===== config.mk =====
export PLATFORM = sky130hd
export DESIGN_NAME = fifo_rd_drain
export DESIGN_NICKNAME = d
export VERILOG_FILES = /design/src/rtl/fifo_rd_drain.sv
export SDC_FILE = /design/constraint.sdc
export NUM_CORES = 1
export LEC_CHECK = 0
export ABC_AREA = 0
export CAP_MARGIN = 20
export CORE_MARGIN = 1.5
export CORE_UTILIZATION = 52
export CTS_BUF_LIST = sky130_fd_sc_hd__clkbuf_2 sky130_fd_sc_hd__clkbuf_4 sky130_fd_sc_hd__clkbuf_8
export CTS_CLUSTER_DIAMETER = 50
export DETAILED_ROUTE_END_ITERATION = 8
export PLACE_DENSITY = 0.82
export SLEW_MARGIN = 20
export SYNTH_ARGS = -nofsm -noshare
export SYNTH_HDL_FRONTEND = slang
export SYNTH_SLANG_ARGS = --single-unit

===== constraint.sdc =====
create_clock -name rclk -period 4.17 [get_ports rclk]
set_clock_uncertainty 0.15 [all_clocks]
set_input_delay 0.834 -clock rclk [delete_from_list [all_inputs] [get_ports rclk]]
set_output_delay 0.834 -clock rclk [all_outputs]
set_load 0.03 [all_outputs]

===== src/rtl/fifo_rd_drain.sv =====
// fifo_rd_drain: read-side consumer for the async FIFO (read clock domain).
// Pops the FIFO in threshold-triggered bursts or on flush and delivers the
// words on a valid/ready stream through a 2-entry buffer that absorbs the
// one-cycle FIFO read latency.
//
// Ports:
//   rclk, sw_rst          read clock, synchronous active-high reset
//   enable                allow new bursts/flushes to start
//   burst_thresh          start a burst when rd_level >= burst_thresh
//   burst_len             words per burst (0 acts as 1), sampled at start
//   flush                 request a drain until the FIFO is empty
//   rdempty, rd_level     FIFO read-side status
//   read_data, underflow  FIFO data (1 cycle after read_enable), status
//   read_enable           FIFO pop
//   m_data/m_valid/m_ready output stream
//   busy                  operation active or buffer holds data
//   burst_done/flush_done 1-cycle completion pulses
//   word_count            words delivered, wraps at 2^32
//   underflow_err         sticky underflow flag
module fifo_rd_drain #(
    parameter int DATA_WIDTH    = 32,
    parameter int ADDRESS_WIDTH = 5
) (
    input  logic                   rclk,
    input  logic                   sw_rst,
    input  logic                   enable,
    input  logic [ADDRESS_WIDTH:0] burst_thresh,
    input  logic [ADDRESS_WIDTH:0] burst_len,
    input  logic                   flush,
    input  logic                   rdempty,
    input  logic [ADDRESS_WIDTH:0] rd_level,
    input  logic [DATA_WIDTH-1:0]  read_data,
    input  logic                   underflow,
    output logic                   read_enable,
    output logic [DATA_WIDTH-1:0]  m_data,
    output logic                   m_valid,
    input  logic                   m_ready,
    output logic                   busy,
    output logic                   burst_done,
    output logic                   flush_done,
    output logic [31:0]            word_count,
    output logic                   underflow_err
);

    localparam int LW = ADDRESS_WIDTH + 1;

    typedef enum logic [1:0] {
        IDLE,
        ARMED,
        BURST,
        FLUSH
    } state_t;

    state_t state, state_nx;

    logic [LW-1:0]         issue_rem;
    logic [LW-1:0]         deliver_rem;
    logic [LW-1:0]         len_eff;
    logic                  inflight;
    logic [DATA_WIDTH-1:0] buf_q [2];
    logic                  wr_ptr;
    logic                  rd_ptr;
    logic [1:0]            occ;
    logic                  flush_pending;
    logic                  pop;
    logic [2:0]            fill_after;
    logic                  start_burst;
    logic                  burst_end;
    logic                  flush_end;

    assign pop     = m_valid && m_ready;
    assign m_valid = (occ != 2'd0);
    assign m_data  = buf_q[rd_ptr];
    assign len_eff = (burst_len == '0) ? LW'(1) : burst_len;
    assign busy    = (state == BURST) || (state == FLUSH) || (occ != 2'd0);

    // Buffer fill once the word in flight lands and the current pop leaves.
    // A pop implies occ >= 1, so this never goes negative.
    assign fill_after = {1'b0, occ} + {2'b00, inflight} - {2'b00, pop};

    always_comb begin
        state_nx    = state;
        read_enable = 1'b0;
        start_burst = 1'b0;
        burst_end   = 1'b0;
        flush_end   = 1'b0;
        unique case (state)
            IDLE: begin
                if (enable) begin
                    state_nx = ARMED;
                end
            end
            ARMED: begin
                if (!enable) begin
                    state_nx = IDLE;
                end else if (flush_pending) begin
                    state_nx = FLUSH;
                end else if (rd_level >= burst_thresh) begin
                    state_nx    = BURST;
                    start_burst = 1'b1;
                end
            end
            BURST: begin
                read_enable = !rdempty
                           && (issue_rem != '0)
                           && (fill_after < 3'd2);
                if (pop && (deliver_rem == LW'(1))) begin
                    burst_end = 1'b1;
                    state_nx  = enable ? ARMED : IDLE;
                end
            end
            FLUSH: begin
                read_enable = !rdempty && (fill_after < 3'd2);
                if (rdempty && !inflight && (occ == 2'd0)) begin
                    flush_end = 1'b1;
                    state_nx  = enable ? ARMED : IDLE;
                end
            end
            default: begin
                state_nx = IDLE;
            end
        endcase
    end

    always_ff @(posedge rclk) begin
        if (sw_rst) begin
            state <= IDLE;
        end else begin
            state <= state_nx;
        end
    end

    always_ff @(posedge rclk) begin
        if (sw_rst) begin
            issue_rem   <= '0;
            deliver_rem <= '0;
        end else if (start_burst) begin
            issue_rem   <= len_eff;
            deliver_rem <= len_eff;
        end else if (state == BURST) begin
            if (read_enable) begin
                issue_rem <= issue_rem - LW'(1);
            end
            if (pop) begin
                deliver_rem <= deliver_rem - LW'(1);
            end
        end
    end

    // Reset drops a word still in flight: inflight clears, so the
    // read_data that follows is never captured.
    always_ff @(posedge rclk) begin
        if (sw_rst) begin
            inflight <= 1'b0;
            wr_ptr   <= 1'b0;
            rd_ptr   <= 1'b0;
            occ      <= 2'd0;
            buf_q[0] <= '0;
            buf_q[1] <= '0;
        end else begin
            inflight <= read_enable;
            if (inflight) begin
                buf_q[wr_ptr] <= read_data;
                wr_ptr        <= ~wr_ptr;
            end
            if (pop) begin
                rd_ptr <= ~rd_ptr;
            end
            occ <= fill_after[1:0];
        end
    end

    always_ff @(posedge rclk) begin
        if (sw_rst) begin
            flush_pending <= 1'b0;
        end else if (flush_end) begin
            flush_pending <= 1'b0;
        end else if (flush && (state != IDLE)) begin
            flush_pending <= 1'b1;
        end
    end

    always_ff @(posedge rclk) begin
        if (sw_rst) begin
            burst_done    <= 1'b0;
            flush_done    <= 1'b0;
            word_count    <= '0;
            underflow_err <= 1'b0;
        end else begin
            burst_done    <= burst_end;
            flush_done    <= flush_end;
            word_count    <= word_count + 32'(pop);
            underflow_err <= underflow_err | underflow;
        end
    end

endmodule


==> impl_metrics.py <==
metrics = {
    "global_route": {
        "grt_pass1_vias": 4345,
        "grt_overflow_total": 0,
        "antenna_found_initial": 0,
        "grt_pass1_wl_um": 20200,
        "grt_usage_pct": 22.5,
        "grt_max_degree": 48,
    },
    "yosys": {
        "synthCells": 506,
        "synth_top_area_share_pct": 34.3,
        "ys_ff_latch": 120,
        "syn_area_um2": 5600,
        "synth_seq_area_share_pct": 54.3,
        "synth-async-reset-ratio_pct": 0,
        "postSynthAreaPerCell_um2": 11.1,
        "syn-num-nets": 578,
        "yosys_warnings": 0,
        "synth.distinct_cells": 44,
        "synth_top_area_cell": "edfxtp_1",
        "synth_area_leaders": "edfxtp_1, dfxtp_1, and2_1, mux2_2, xor2_1",
        "synth_edf_count": 64,
        "synth_flop_cell": "edfxtp_1",
    },
    "floorplanning": {
        "die_area_um2": 11400,
        "die_w_um": 107,
        "core-area_um2": 10400,
        "start_util_pct": 54.0,
        "dieHeight_um": 107,
        "num_rows": 37,
        "io-pin-count": 127,
    },
    "timing": {
        "fin_setup_tns_ps": 0,
        "maxSlewViolCount": 0,
        "hold_slack_ps": 339,
        "tightest_slew_ps": 821,
        "rsz0062_at_grt": "no",
        "relSlewSlack_pct": 45.3,
        "hold_viol": 0,
        "clock.fmax_mhz": 253,
        "fin_crit_sh_pct": 94.7,
        "finalSetupViolCount": 0,
        "finalCriticalPeriod_ps": 3950,
    },
    "setup_path": {
        "reg2reg_from": "occ[1]",
        "startpoint_type": "primary input",
        "cp.arrival_ps": 2970,
        "critPathMaxFanout": 4,
        "cp.required_ps": 3190,
        "endpoint_kind": "primary output",
        "rr_worst_depth": 12,
        "critPathKind": "primary input to primary output",
        "cp_slowest_stage_delay_ps": 470,
        "r2r_setup_slack_ps": 1140,
        "r2r-end": "issue_rem[1]",
        "crit_slowest_cell": "fa_1",
        "crit_chain": "clkdlybuf4s50_1 -> nand2_1 -> inv_1 -> ha_1 -> inv_1 -> ha_1 -> fa_1 -> nor2_1 -> nand3_1 -> nor2_1 -> buf_4",
    },
    "min_path": {
        "worstHoldEndpoint": "underflow_err",
        "hold_class": "flop to flop",
        "hold_depth": 2,
        "min_from": "underflow_err",
    },
    "flow_run": {
        "maxCapViolCount": 0,
    },
    "cts": {
        "cts-resized-gates": 0,
        "clkSlewWorstSetupHoldPaths_ps": 70,
        "postCtsSetupBuffers": 0,
        "worst_skew_pair.late_latency_ps": 430,
        "hold_buffers": 0,
        "clock_sinks": 120,
        "clock_path_buffers": 2,
        "root_buffer": "clkbuf_8",
        "cts_tree": "built",
        "htreeDepth": 4,
        "numCtsBuffers": 17,
    },
    "placement": {
        "port_buffers": 126,
        "place_congestion": 0.812,
        "placed_cell_area_um2": 7010,
        "dpl.hpwl_um": 8160,
    },
    "finish": {
        "nFillCells": 779,
        "multi_input_area_um2": 2410,
        "insertedDiodeCount": 0,
        "area_delta_synth_final_pct": 31.2,
        "design_area_um2": 7350,
        "postLayoutCoreUtil_pct": 70.9,
        "regArea_um2": 3040,
        "final_nets": 709,
        "drive_above_1_share_pct": 12.8,
    },
    "routing": {
        "wire_per_inst_um": 15.4,
        "ant_nets": 0,
        "routed_via_density": 5.36,
        "first_pass_iters": 4,
        "wl_um": 12100,
        "drc": 0,
        "drt_iter0_markers": 147,
        "vias": 4214,
    },
    "pwr": {
        "cellLeakagePower_nw": 2.79,
        "finalPower_w": 0.00286,
        "p_per_area_nw_per_um2": 389,
        "ir_drop_uv": 309,
    },
    "outcome": {
        "outcome": "complete, no violations",
    },
}
## metrics by stage
| step | cells | setup WS (ps) |
|---|---|---|
| 3_5_place_dp | 754 | 240 |
| 5_1_grt | 786 | 106 |
| 4_1_cts | 786 | 224 |
| 6_report | 786 | 219 |
| 2_1_floorplan | 506 | 618 |
| 3_3_place_gp | 754 | 282 |
## how the worst max path moves through the flow
stage	start	end	slack (ps)	depth (start not counted)
floorplan	m_ready	read_enable	620	9
global placement	m_ready	read_enable	280	11
detailed placement	m_ready	read_enable	240	11
CTS	m_ready	read_enable	220	11
global route	m_ready	read_enable	110	11
finish	m_ready	read_enable	220	11
## cell families after synthesis
family / Yosys count / share of synthesized area, %
simple gates: 221 / 22.7
flops: 120 / 54.3
buf+inv: 42 / 2.84
compound gates: 38 / 4.22
xor+xnor: 36 / 5.63
mux: 34 / 6.82
fa+ha+maj: 15 / 3.49
## registers in the layout, summed over array words and instances (netlist names), named ones only
| register | cells |
|---|---|
| underflow_err | 1 |
| word_count | 32 |
| issue_rem | 6 |
| flush_pending | 1 |
| inflight | 1 |
| state | 2 |
| rd_ptr | 1 |
| wr_ptr | 1 |
| deliver_rem | 6 |
| occ | 2 |
| buf_q | 64 |
| burst_done | 1 |
| flush_done | 1 |
## per-layer routing
metal  part of all wire (%)  track usage, %
met3                    4.9            4.86
met1                     43            28.0
met5                      0               0
met4                    1.1            8.00
met2                     51            38.6
## power breakdown
group          internal, W  total (W)  switching (W)
clock             0.000418   0.000904       0.000486
sequential         0.00129    0.00132      0.0000279
combinational     0.000302   0.000642       0.000340
total              0.00201    0.00286       0.000854
## cell usage after synthesis, types with 10 or more instances
library cell and number:
edfxtp_1 64, nor3_1 10, inv_1 21, ha_1 14, xor2_1 26, nand3_1 27
nand2_1 22, and2_1 65, dfxtp_1 56, clkbuf_1 14, nor2_1 47, xnor2_1 10
mux2_2 33, a21oi_1 11
## layout make-up
type / count / area share [%]
Clock inverter: 14 / 1.38
Multi-Input combinational cell: 344 / 32.8
Timing Repair Buffer: 133 / 17.8
Sequential cell: 120 / 41.4
Inverter: 21 / 1.07
Tap cell: 136 / 2.32
Clock buffer: 18 / 3.29
## cells in the final DEF, fill, tap and decap left out, drive strengths merged, types with 10 or more instances in the layout
cell / n
clkbuf: 18
edfxtp: 64
ha: 14
xnor2: 10
dfxtp: 56
xor2: 26
a21oi: 11
and2: 65
nor3: 10
nor2: 47
nand2: 22
mux2: 33
nand3: 27
inv: 24
clkdlybuf4s50: 124
## worst max-delay path: cells and delay by family
family | cells | cell delay [ps]
AND/OR/NAND/NOR | 4 | 530
adder cells (fa/ha/maj) | 3 | 940
buffers and inverters | 4 | 690
Power figures use the tool's default switching activity.
